--- config.mk ---
export PLATFORM = sky130hd
export DESIGN_NAME = mul_div_unit
export DESIGN_NICKNAME = d
export VERILOG_FILES = /design/src/rtl/mul_div_unit_pkg.sv /design/src/rtl/mul_div_unit_iter_core.sv /design/src/rtl/mul_div_unit.sv
export SDC_FILE = /design/constraint.sdc
export NUM_CORES = 1
export LEC_CHECK = 0
export ABC_CLOCK_PERIOD_IN_PS = 4700
export CAP_MARGIN = 20
export CORE_AREA = 2 2 165 207
export CTS_CLUSTER_DIAMETER = 30
export DETAILED_ROUTE_END_ITERATION = 8
export DIE_AREA = 0 0 167 209
export HOLD_SLACK_MARGIN = 0.03
export MAX_ROUTING_LAYER = met4
export PLACE_DENSITY = 0.68
export SLEW_MARGIN = 10
export SYNTH_ARGS = -nofsm -noshare
export SYNTH_HDL_FRONTEND = slang
export SYNTH_SLANG_ARGS = --single-unit
--- constraint.sdc ---
create_clock -name iCLK -period 4.7 [get_ports iCLK]
set_clock_uncertainty 0.15 [all_clocks]
set_input_delay 0.47 -clock iCLK [delete_from_list [all_inputs] [get_ports iCLK]]
set_output_delay 0.47 -clock iCLK [all_outputs]
set_load 0.01 [all_outputs]
--- src/rtl/mul_div_unit_pkg.sv ---
// mul_div_unit_pkg
//   Shared definitions for the RV32M multiply/divide unit: operation codes
//   (chosen outside the range used by the single-cycle ALU), the control FSM
//   state type and small op-code classification helpers.
//   Optional feature macro used by mul_div_unit: MULDIV_FAST_MUL_EN.
package mul_div_unit_pkg;

  localparam logic [4:0] OPMUL    = 5'd16;
  localparam logic [4:0] OPMULH   = 5'd17;
  localparam logic [4:0] OPMULHSU = 5'd18;
  localparam logic [4:0] OPMULHU  = 5'd19;
  localparam logic [4:0] OPDIV    = 5'd20;
  localparam logic [4:0] OPDIVU   = 5'd21;
  localparam logic [4:0] OPREM    = 5'd22;
  localparam logic [4:0] OPREMU   = 5'd23;

  typedef enum logic [1:0] {
    IDLE = 2'd0,
    RUN  = 2'd1,
    DONE = 2'd2
  } state_e;

  // True for the four multiply flavours.
  function automatic logic is_mul_op(input logic [4:0] op);
    logic r;
    case (op)
      OPMUL, OPMULH, OPMULHSU, OPMULHU: r = 1'b1;
      default:                          r = 1'b0;
    endcase
    return r;
  endfunction

  // True for the four divide/remainder flavours.
  function automatic logic is_div_op(input logic [4:0] op);
    logic r;
    case (op)
      OPDIV, OPDIVU, OPREM, OPREMU: r = 1'b1;
      default:                      r = 1'b0;
    endcase
    return r;
  endfunction

  // rs1 is interpreted as two's complement.
  function automatic logic is_signed_a(input logic [4:0] op);
    logic r;
    case (op)
      OPMULH, OPMULHSU, OPDIV, OPREM: r = 1'b1;
      default:                        r = 1'b0;
    endcase
    return r;
  endfunction

  // rs2 is interpreted as two's complement (MULHSU keeps rs2 unsigned).
  function automatic logic is_signed_b(input logic [4:0] op);
    logic r;
    case (op)
      OPMULH, OPDIV, OPREM: r = 1'b1;
      default:              r = 1'b0;
    endcase
    return r;
  endfunction

endpackage

--- src/rtl/mul_div_unit_iter_core.sv ---
// muldiv_iter_core
//   Unsigned iterative datapath shared by multiply and divide.
//   acc holds {hi, lo}:
//     multiply: hi = partial product, lo = remaining multiplier bits
//               (shift-add, LSB first); after WIDTH steps acc = a*b.
//     divide:   hi = partial remainder, lo = dividend bits shifting out /
//               quotient bits shifting in (restoring); after WIDTH steps
//               hi = remainder, lo = quotient.
// Ports
//   clk, rst_n  clock, asynchronous active-low reset
//   load        capture op_a into lo, op_b as multiplicand/divisor, mode
//   step        perform one iteration in the captured mode
//   mode_div    1 = divide, 0 = multiply (sampled with load)
//   op_a, op_b  unsigned operand magnitudes
//   acc         full 2*WIDTH accumulator
module muldiv_iter_core #(
  parameter int WIDTH = 32
) (
  input  logic               clk,
  input  logic               rst_n,
  input  logic               load,
  input  logic               step,
  input  logic               mode_div,
  input  logic [WIDTH-1:0]   op_a,
  input  logic [WIDTH-1:0]   op_b,
  output logic [2*WIDTH-1:0] acc
);

  logic [2*WIDTH-1:0] acc_q, acc_d;
  logic [WIDTH-1:0]   opb_q, opb_d;
  logic               mode_q, mode_d;

  logic [WIDTH:0]     add_s;
  logic [WIDTH:0]     shl_s;
  logic [WIDTH:0]     diff_s;

  // Next-state for one multiply or divide iteration.
  always_comb begin
    acc_d  = acc_q;
    opb_d  = opb_q;
    mode_d = mode_q;
    add_s  = {1'b0, acc_q[2*WIDTH-1:WIDTH]} + {1'b0, opb_q};
    // Remainder shifted left by one with the next dividend bit; WIDTH+1 bits
    // because 2*rem+1 can exceed WIDTH bits when the divisor is large.
    shl_s  = acc_q[2*WIDTH-1:WIDTH-1];
    diff_s = shl_s - {1'b0, opb_q};
    if (load) begin
      acc_d  = {{WIDTH{1'b0}}, op_a};
      opb_d  = op_b;
      mode_d = mode_div;
    end else if (step) begin
      if (mode_q) begin
        // Restore on negative trial; quotient bit is the inverted borrow.
        acc_d = {(diff_s[WIDTH] ? shl_s[WIDTH-1:0] : diff_s[WIDTH-1:0]),
                 acc_q[WIDTH-2:0], ~diff_s[WIDTH]};
      end else if (acc_q[0]) begin
        acc_d = {add_s, acc_q[WIDTH-1:1]};
      end else begin
        acc_d = {1'b0, acc_q[2*WIDTH-1:1]};
      end
    end else begin
      acc_d = acc_q;
    end
  end

  // Datapath registers.
  always_ff @(posedge clk or negedge rst_n) begin
    if (!rst_n) begin
      acc_q  <= {(2*WIDTH){1'b0}};
      opb_q  <= {WIDTH{1'b0}};
      mode_q <= 1'b0;
    end else begin
      acc_q  <= acc_d;
      opb_q  <= opb_d;
      mode_q <= mode_d;
    end
  end

  assign acc = acc_q;

endmodule

--- src/rtl/mul_div_unit.sv ---
// mul_div_unit
//   Multi-cycle RV32M multiply/divide unit living beside the ALU in EX.
//   One op is accepted with iStart while oBusy=0; the unit iterates WIDTH
//   steps in muldiv_iter_core on operand magnitudes, applies the sign at the
//   end and pulses oDone with oResult valid. Divide-by-zero, signed overflow
//   and unsupported op codes finish without iterating.
//   Optional macro MULDIV_FAST_MUL_EN: multiplies use a combinational
//   2*WIDTH product and finish like the special cases.
// Ports
//   iCLK, iRST_n  clock (rising edge), asynchronous active-low reset
//   iStart        request, sampled only while idle and oBusy=0
//   iControl      op code OPMUL..OPREMU (mul_div_unit_pkg)
//   iA, iB        rs1 / rs2 operands
//   oBusy         high from the cycle after acceptance through the oDone cycle
//   oDone         one-cycle pulse, oResult valid
//   oResult       result, held until the next accepted start
module mul_div_unit
  import mul_div_unit_pkg::*;
#(
  parameter int WIDTH = 32
) (
  input  logic             iCLK,
  input  logic             iRST_n,
  input  logic             iStart,
  input  logic [4:0]       iControl,
  input  logic [WIDTH-1:0] iA,
  input  logic [WIDTH-1:0] iB,
  output logic             oBusy,
  output logic             oDone,
  output logic [WIDTH-1:0] oResult
);

  localparam int CW = $clog2(WIDTH + 1);
  localparam logic [WIDTH-1:0] ALL_ONES = {WIDTH{1'b1}};
  localparam logic [WIDTH-1:0] MIN_NEG  = {1'b1, {(WIDTH-1){1'b0}}};
  localparam logic [WIDTH-1:0] ZERO     = {WIDTH{1'b0}};

  state_e            state_q, state_d;
  logic [CW-1:0]     count_q, count_d;
  logic              busy_q, busy_d;
  logic              done_q, done_d;
  logic [WIDTH-1:0]  result_q, result_d;
  logic [4:0]        op_q, op_d;
  logic              res_neg_q, res_neg_d;
  logic              special_q, special_d;
  logic [WIDTH-1:0]  spec_res_q, spec_res_d;

  logic              a_neg_s, b_neg_s, res_neg_s;
  logic [WIDTH-1:0]  mag_a_s, mag_b_s;
  logic              special_s;
  logic [WIDTH-1:0]  special_res_s;
  logic              core_load_s, core_step_s;
  logic [2*WIDTH-1:0] core_acc_s;
  logic [2*WIDTH-1:0] prod_s;
  logic [WIDTH-1:0]  quo_s, rem_s, fixed_s;
`ifdef MULDIV_FAST_MUL_EN
  logic [2*WIDTH+1:0] ext_a_s, ext_b_s, fast_prod_s;
`endif

  // Operand decode at issue: magnitudes and final sign of the result.
  always_comb begin
    a_neg_s = is_signed_a(iControl) & iA[WIDTH-1];
    b_neg_s = is_signed_b(iControl) & iB[WIDTH-1];
    mag_a_s = a_neg_s ? (~iA + WIDTH'(1)) : iA;
    mag_b_s = b_neg_s ? (~iB + WIDTH'(1)) : iB;
    case (iControl)
      OPMULH, OPMULHSU, OPDIV: res_neg_s = a_neg_s ^ b_neg_s;
      OPREM:                   res_neg_s = a_neg_s;
      default:                 res_neg_s = 1'b0;
    endcase
  end

  // Results that need no iteration.
  always_comb begin
    special_s     = 1'b0;
    special_res_s = ZERO;
`ifdef MULDIV_FAST_MUL_EN
    // Sign-extending into 2*WIDTH+2 bits makes the unsigned product equal the
    // signed/mixed product modulo 2^(2*WIDTH+2).
    ext_a_s     = {{(WIDTH+2){a_neg_s}}, iA};
    ext_b_s     = {{(WIDTH+2){b_neg_s}}, iB};
    fast_prod_s = ext_a_s * ext_b_s;
`endif
    case (iControl)
      OPDIV: begin
        if (iB == ZERO) begin
          special_s     = 1'b1;
          special_res_s = ALL_ONES;
        end else if ((iA == MIN_NEG) && (iB == ALL_ONES)) begin
          special_s     = 1'b1;
          special_res_s = iA;
        end else begin
          special_s     = 1'b0;
        end
      end
      OPDIVU: begin
        if (iB == ZERO) begin
          special_s     = 1'b1;
          special_res_s = ALL_ONES;
        end else begin
          special_s     = 1'b0;
        end
      end
      OPREM: begin
        if (iB == ZERO) begin
          special_s     = 1'b1;
          special_res_s = iA;
        end else if ((iA == MIN_NEG) && (iB == ALL_ONES)) begin
          special_s     = 1'b1;
          special_res_s = ZERO;
        end else begin
          special_s     = 1'b0;
        end
      end
      OPREMU: begin
        if (iB == ZERO) begin
          special_s     = 1'b1;
          special_res_s = iA;
        end else begin
          special_s     = 1'b0;
        end
      end
      OPMUL: begin
`ifdef MULDIV_FAST_MUL_EN
        special_s     = 1'b1;
        special_res_s = fast_prod_s[WIDTH-1:0];
`else
        special_s     = 1'b0;
`endif
      end
      OPMULH, OPMULHSU, OPMULHU: begin
`ifdef MULDIV_FAST_MUL_EN
        special_s     = 1'b1;
        special_res_s = fast_prod_s[2*WIDTH-1:WIDTH];
`else
        special_s     = 1'b0;
`endif
      end
      default: begin
        // Unsupported code: zero, same as the ALU default.
        special_s     = 1'b1;
        special_res_s = ZERO;
      end
    endcase
  end

  // Sign fix-up and field selection of the iterated result.
  always_comb begin
    prod_s = res_neg_q ? (~core_acc_s + (2*WIDTH)'(1)) : core_acc_s;
    quo_s  = res_neg_q ? (~core_acc_s[WIDTH-1:0] + WIDTH'(1))
                       : core_acc_s[WIDTH-1:0];
    rem_s  = res_neg_q ? (~core_acc_s[2*WIDTH-1:WIDTH] + WIDTH'(1))
                       : core_acc_s[2*WIDTH-1:WIDTH];
    case (op_q)
      OPMUL:                     fixed_s = prod_s[WIDTH-1:0];
      OPMULH, OPMULHSU, OPMULHU: fixed_s = prod_s[2*WIDTH-1:WIDTH];
      OPDIV, OPDIVU:             fixed_s = quo_s;
      OPREM, OPREMU:             fixed_s = rem_s;
      default:                   fixed_s = ZERO;
    endcase
  end

  // Control FSM next state. oDone is raised on the edge that leaves DONE, so
  // the pulse cycle is spent in IDLE with busy still set; acceptance requires
  // busy clear, which keeps iStart ignored during that cycle.
  always_comb begin
    state_d     = state_q;
    count_d     = count_q;
    busy_d      = busy_q;
    done_d      = 1'b0;
    result_d    = result_q;
    op_d        = op_q;
    res_neg_d   = res_neg_q;
    special_d   = special_q;
    spec_res_d  = spec_res_q;
    core_load_s = 1'b0;
    core_step_s = 1'b0;
    case (state_q)
      IDLE: begin
        if (iStart && !busy_q) begin
          busy_d     = 1'b1;
          op_d       = iControl;
          res_neg_d  = res_neg_s;
          special_d  = special_s;
          spec_res_d = special_res_s;
          if (special_s) begin
            state_d = DONE;
            count_d = CW'(0);
          end else begin
            state_d     = RUN;
            count_d     = CW'(WIDTH);
            core_load_s = 1'b1;
          end
        end else begin
          busy_d = 1'b0;
        end
      end
      RUN: begin
        core_step_s = 1'b1;
        count_d     = count_q - CW'(1);
        if (count_q == CW'(1)) begin
          state_d = DONE;
        end else begin
          state_d = RUN;
        end
      end
      DONE: begin
        done_d   = 1'b1;
        result_d = special_q ? spec_res_q : fixed_s;
        state_d  = IDLE;
        count_d  = CW'(0);
      end
      default: begin
        state_d = IDLE;
        busy_d  = 1'b0;
        count_d = CW'(0);
      end
    endcase
  end

  // Control and output registers.
  always_ff @(posedge iCLK or negedge iRST_n) begin
    if (!iRST_n) begin
      state_q    <= IDLE;
      count_q    <= CW'(0);
      busy_q     <= 1'b0;
      done_q     <= 1'b0;
      result_q   <= ZERO;
      op_q       <= 5'd0;
      res_neg_q  <= 1'b0;
      special_q  <= 1'b0;
      spec_res_q <= ZERO;
    end else begin
      state_q    <= state_d;
      count_q    <= count_d;
      busy_q     <= busy_d;
      done_q     <= done_d;
      result_q   <= result_d;
      op_q       <= op_d;
      res_neg_q  <= res_neg_d;
      special_q  <= special_d;
      spec_res_q <= spec_res_d;
    end
  end

  muldiv_iter_core #(.WIDTH(WIDTH)) u_core (
    .clk      (iCLK),
    .rst_n    (iRST_n),
    .load     (core_load_s),
    .step     (core_step_s),
    .mode_div (is_div_op(iControl)),
    .op_a     (mag_a_s),
    .op_b     (mag_b_s),
    .acc      (core_acc_s)
  );

  assign oBusy   = busy_q;
  assign oDone   = done_q;
  assign oResult = result_q;

endmodule
## Word-level counts from Yosys, hierarchy flattened

Index checks and enable logic that the tools add are counted.

- Add/sub/neg operators: 8
- Equal/unequal tests: 22
- Mux-type cells: 39
- Bitwise gates (word level): 9
- Reductions and logical operators: 19

Operators with widths:

| operator | number |
|---|---|
| $mux W32 | 10 |
| $mux W64 | 5 |
| $add A32 B1 Y32 const B | 4 |
| $not A32 Y32 | 4 |
| $pmux W32 S4 | 1 |
| $pmux W32 S3 | 1 |
| $eq A5 B5 Y1 const B | 16 |
| $add A64 B1 Y64 const B | 1 |
| $eq A32 B32 Y1 const B | 2 |
| $not A64 Y64 | 1 |
| $add A32 B32 Y33 | 1 |
| $sub A33 B32 Y33 | 1 |
| $logic_not A32 Y1 | 1 |
| $mux W1 | 12 |
| $mux W6 | 2 |
| $pmux W6 S2 | 1 |
| $reduce_or A2 Y1 | 6 |
| $reduce_or A4 Y1 | 3 |
| $reduce_or A3 Y1 | 3 |
| $eq A6 B1 Y1 const B | 1 |
| $mux W2 | 3 |
| $sub A6 B1 Y6 const B | 1 |
| $pmux W1 S2 | 2 |
| $pmux W2 S2 | 1 |
| 12 further kinds | 14 |

- Flip-flop bits (word level): 178
- Input bits: 72
- Output and inout bits: 34
- Logic and storage cells: 109

## Depth between registers and ports, before layout

- Depth after elaboration: 9
- Depth in mapped cells: 14
- Mapped depth without buffers: 12

## Cells and area by module

From an unflattened synthesis, not the netlist that was laid out.

- Cell total of the unflattened synthesis: 2116
- Area total of the unflattened synthesis: 16186.8 um^2

By module, submodules not included:

| module | times used | cells an instance | area an instance (um^2) | seq. area each (um^2) |
|---|---|---|---|---|
| muldiv_iter_core | 1 | 1054 | 8454.4 | 2427.3 |
| mul_div_unit | 1 | 1062 | 7732.4 | 2026.9 |

## Worst setup path after synthesis

Ideal clock, no wire load.

- Path kind: flip-flop to flip-flop
- From: reg u_core.acc_q[32] (netlist: u_core.acc[32])
- To: reg u_core.acc_q[48] (netlist: u_core.acc[48])
- Setup time: 0.130 ns
- Arrival time: 3.697 ns
- Data required time: 4.420 ns
- Setup slack: 0.723 ns
- Cell stages (with the launch flop): 14
- Path buffers: 3
- Period minus slack after synthesis: 3.977 ns
- Cell sequence: dfrtp_1 -> clkbuf_1 -> inv_1 -> fa_1 -> nor2b_1 -> o31a_1 -> o21ai_0 -> o21ba_2 -> o21a_1 -> o211ai_1 -> clkbuf_1 -> clkbuf_1 -> mux2i_1 -> o21ai_0

- Word-level cells in the longest chain between the ends: 5
- Elaborated cells on any way between the ends: 7
- Classes of those cells: 2 x add/sub; 5 x mux

Ends and longest elaborated chain:

| what | RTL line | text |
|---|---|---|
| start, declared | mul_div_unit_iter_core.sv:29 | `logic [2*WIDTH-1:0] acc_q, acc_d;` |
| start signal, assigned | mul_div_unit_iter_core.sv:69 | `acc_q <= {(2*WIDTH){1'b0}};` |
| $sub A33 B32 Y33 or $add A32 B32 Y33 (tied branches) | mul_div_unit_iter_core.sv:46, mul_div_unit_iter_core.sv:42 |  |
| $mux W32 or $mux W64 (tied branches) | mul_div_unit_iter_core.sv:54, mul_div_unit_iter_core.sv:56 |  |
| $mux W64 * | mul_div_unit_iter_core.sv:52 | `if (mode_q) begin` |
| $mux W64 * | mul_div_unit_iter_core.sv:51 | `end else if (step) begin` |
| $mux W64 * | mul_div_unit_iter_core.sv:47 | `if (load) begin` |

Mark *: on every way between the ends. The rest lies on a longest branch, timed or not. The select of a mux whose other input is x is not followed.
A chain may end at the register's enable or synchronous reset.

## Worst setup path after layout

- From: reg u_core.opb_q[7]
- To: reg u_core.acc_q[61] (netlist: u_core.acc[61])

- Word-level cells in the longest chain between the ends: 5
- Elaborated cells on any way between the ends: 7
- Classes of those cells: 2 x add/sub; 5 x mux

Ends and longest elaborated chain:

| what | RTL line | text |
|---|---|---|
| start, declared | mul_div_unit_iter_core.sv:30 | `logic [WIDTH-1:0] opb_q, opb_d;` |
| start signal, assigned | mul_div_unit_iter_core.sv:70 | `opb_q <= {WIDTH{1'b0}};` |
| start signal, assigned | mul_div_unit_iter_core.sv:74 | `opb_q <= opb_d;` |
| $sub A33 B32 Y33 or $add A32 B32 Y33 (tied branches) | mul_div_unit_iter_core.sv:46, mul_div_unit_iter_core.sv:42 |  |
| $mux W32 or $mux W64 (tied branches) | mul_div_unit_iter_core.sv:54, mul_div_unit_iter_core.sv:56 |  |
| $mux W64 * | mul_div_unit_iter_core.sv:52 |  |
| $mux W64 * | mul_div_unit_iter_core.sv:51 |  |
| $mux W64 * | mul_div_unit_iter_core.sv:47 |  |

Marks and branches as above.

==> insert_results.sql <==
INSERT INTO impl_metrics (metric_group, metric, value, unit) VALUES
('run_status', 'outcome', 'finished, final reports clean', ''),
('finish', 'layout.cells.most_common', 'nand2_1', ''),
('worst_hold_path', 'min-delay-path-class', 'register to register', ''),
('timing', 'finalSetupViolations', '0', ''),
('timing', 'fmaxAchievable', '0.241', 'GHz'),
('global_routing', 'total_overflow_reported_by_the_global_router', '0', ''),
('finish', 'number_of_diodes_added_for_antenna_fixing', '0', ''),
('logic_synthesis', 'post_synth.cell_area_avg', '7.55', 'µm²'),
('timing', 'slew_headroom', '0.389', ''),
('timing', 'max_slew.worst_pin.slew', '0.916', 'ns'),
('logic_synthesis', 'async_flop_share', '1.00', ''),
('worst_setup_path', 'worst-setup-path-type', 'register to register', ''),
('die', 'fp.coreArea', '33100', 'µm²'),
('global_routing', 'grt_pass1_vias', '15500', ''),
('worst_setup_path', 'worst_setup_path_start_kind', 'register', ''),
('die', 'initial_utilization', '0.490', ''),
('logic_synthesis', 'post_synth_edffs', '0', ''),
('logic_synthesis', 'yosys_warnings', '0', ''),
('logic_synthesis', 'netlist.area_leader.share', '0.275', ''),
('logic_synthesis', 'synthDistinctLibCells', '73', ''),
('global_routing', 'grtUsageMet1', '0.416', ''),
('worst_hold_path', 'holdPathStages', '2', ''),
('clocking', 'cts_tree', 'yes', ''),
('die', 'width_of_the_die', '167', 'µm'),
('logic_synthesis', 'postSynthNetCount', '2297', ''),
('power', 'total_leakage_power', '0.00730', 'µW'),
('drt', 'detail_route.drc_violations', '0', ''),
('logic_synthesis', 'postSynthCellCount', '2149', ''),
('finish', 'ff_latch_area', '4460', 'µm²'),
('finish', 'drive_gt1_frac', '0.0622', ''),
('finish', 'flow.area_growth_from_synthesis', '12.3', '%'),
('drt', 'drt_first_pass_iters', '8', ''),
('finish', 'multi_input_comb_area', '10900', 'µm²'),
('finish', 'nets', '2320', ''),
('drt', 'final_wirelength', '59300', 'µm'),
('die', 'dieHeight', '209', 'µm'),
('clocking', 'max-clock-path-buffers', '2', ''),
('logic_synthesis', 'synthFlopType', 'dfrtp_1', ''),
('timing', 'report.final.hold_viol_count', '0', ''),
('timing', 'post_route_minimum_period', '4.15', 'ns'),
('drt', 'drt_iter0_drc', '1585', ''),
('timing', 'final.period_utilization', '0.883', ''),
('global_routing', 'wire_length_of_the_first_global_routing_pass', '91300', 'µm'),
('timing', 'rsz0062_at_grt', 'no', ''),
('logic_synthesis', 'post_synth_main_area_contributors', 'dfrtp_1 (27%), o21ai_0 (8.2%), nand2_1 (7.2%), ha_1 (5.7%), a21oi_1 (5.2%)', ''),
('placement', 'io_buffers', '105', ''),
('die', 'design.die.area', '34900', 'µm²'),
('global_routing', 'global_route.peak_usage_layer', 'met2', ''),
('die', 'std_cell_rows', '75', ''),
('global_routing', 'grt_util_met3', '0.0369', ''),
('global_routing', 'grtUsageTotal', '0.344', ''),
('placement', 'placed_cell_area', '17600', 'µm²'),
('clocking', 'cts_max_level', '4', ''),
('finish', 'stdcell_area', '18200', 'µm²'),
('logic_synthesis', 'synth_simple_gate_area_share', '0.206', ''),
('logic_synthesis', 'synthAdderAreaFrac', '0.0596', ''),
('logic_synthesis', 'post_synth_xor_area_fraction', '0.0870', ''),
('power', 'irDropWorstVdd', '564', 'µV'),
('worst_setup_path', 'worst_ep_arrival_time', '4.34', 'ns'),
('die', 'io_pins', '106', ''),
('logic_synthesis', 'ys_ff_latch', '178', ''),
('worst_setup_path', 'crit_fanout', '6', ''),
('logic_synthesis', 'syn_area', '16200', 'µm²'),
('clocking', 'cts.reportedPaths.clkPinSlew', '0.07', 'ns'),
('clocking', 'clock_latency_on_the_worst_skew_pair', '0.45', 'ns'),
('global_routing', 'grt_start_max_net_pins', '103', ''),
('logic_synthesis', 'dominant_combinational_cell_family_by_area_after_synthesis', 'compound AO/OA/AOI/OAI gates', ''),
('placement', 'hpwl', '45600', 'µm'),
('worst_setup_path', 'reg2regPathDepth', '11', ''),
('drt', 'route.detailed.vias_per_inst', '6.44', ''),
('drt', 'route.detailed.wl_per_inst', '22.7', 'µm');
worst max-delay path, stage by stage (launching register included):
cell       delay, ns
dfrtp_1         0.44
ha_1            0.38
a21oi_1         0.37
nor3b_1         0.31
a2111oi_0       0.15
buf_4           0.17
a2111oi_0       0.78
nor2_1          0.16
a221oi_1        0.65
xnor2_1         0.19
nand3_1         0.09
and4_1          0.21
logic make-up after synthesis:
logic type	Yosys count
and+or+nand+nor	715
muxes	66
DFF	178
xor gates and xnor gates	161
adders and majority gates	76
AOI/OAI and AO/OA	736
buffers and inverters	217
Yosys cell counts (all sizes together) (10+ instances only):
| library cell | number |
|---|---|
| buf | 18 |
| a31oi | 21 |
| a31o | 11 |
| nor2 | 137 |
| o211ai | 44 |
| o41ai | 16 |
| mux2 | 12 |
| nor3 | 53 |
| nor4 | 18 |
| a22oi | 18 |
| nand3 | 33 |
| or3 | 23 |
| ha | 74 |
| nor2b | 19 |
| dfrtp | 178 |
| or4 | 20 |
| a21oi | 169 |
| nand2b | 22 |
| inv | 69 |
| nand4 | 26 |
| clkbuf | 130 |
| xor2 | 81 |
| a21o | 39 |
| xnor2 | 80 |
| o21ai | 267 |
| nand2 | 312 |
| a211oi | 33 |
| mux2i | 54 |
| or2 | 18 |
| o22ai | 10 |
| o31ai | 31 |
flip-flops by register name, indices dropped and copies added (netlist names):
name,cells
u_core.acc,64
oResult,32
spec_res_q,32
u_core.opb_q,32
count_q,6
op_q,5
state_q,2
oBusy,1
oDone,1
res_neg_q,1
special_q,1
u_core.mode_q,1
routing by layer:
layer	wire length [µm]	share of wire
met3	3410	0.057
met5	0	0
met1	23500	0.40
met4	4270	0.072
met2	28100	0.47
where the power goes:
group / switching [µW] / internal (µW) / total, µW
Clock: 696 / 773 / 1470
Combinational: 5760 / 3860 / 9610
Sequential: 1090 / 2150 / 3230
worst paths after layout:
| path | slack [ns] | to | startpoint |
|---|---|---|---|
| max in group asynchronous | 2.89 | spec_res_q[1] | iRST_n |
| worst max-delay path | 0.55 | u_core.acc[61] | u_core.opb_q[7] |
| worst min-delay path | 0.32 | spec_res_q[14] | spec_res_q[14] |
| min in group asynchronous | 0.47 | oResult[25] | iRST_n |
| worst min register to register | 0.32 | spec_res_q[14] | spec_res_q[14] |
| worst max register to register | 0.55 | u_core.acc[61] | u_core.opb_q[7] |
per-stage QoR:
| stage | instances | utilization | total power (µW) | setup WS [ns] |
|---|---|---|---|---|
| 3_3_place_gp | 2575 | 0.532 | 12500 | 0.416 |
| 2_1_floorplan | 2149 | - | 9590 | 0.723 |
| 3_5_place_dp | 2575 | 0.532 | 12600 | 0.327 |
| 4_1_cts | 2608 | 0.550 | 14100 | 0.644 |
| 5_1_grt | 2608 | 0.550 | 15400 | 0.424 |
| 6_report | 2608 | 0.550 | 14300 | 0.549 |
area by class of cell:
type	count	share of cell area
Multi-Input combinational cell	1754	0.601
Clock buffer	21	0.0253
Timing Repair Buffer	152	0.0794
Clock inverter	11	0.00660
Tap cell	423	0.0291
Inverter	69	0.0142
Sequential cell	178	0.245
repair_timing:
item                                   CTS  global route
setup endpoints to repair                0             0
hold buffers                             1             0
gates resized for setup                  0             0
endpoints found under the hold margin   36             0
No activity file was read; power rests on OpenSTA's default activity.
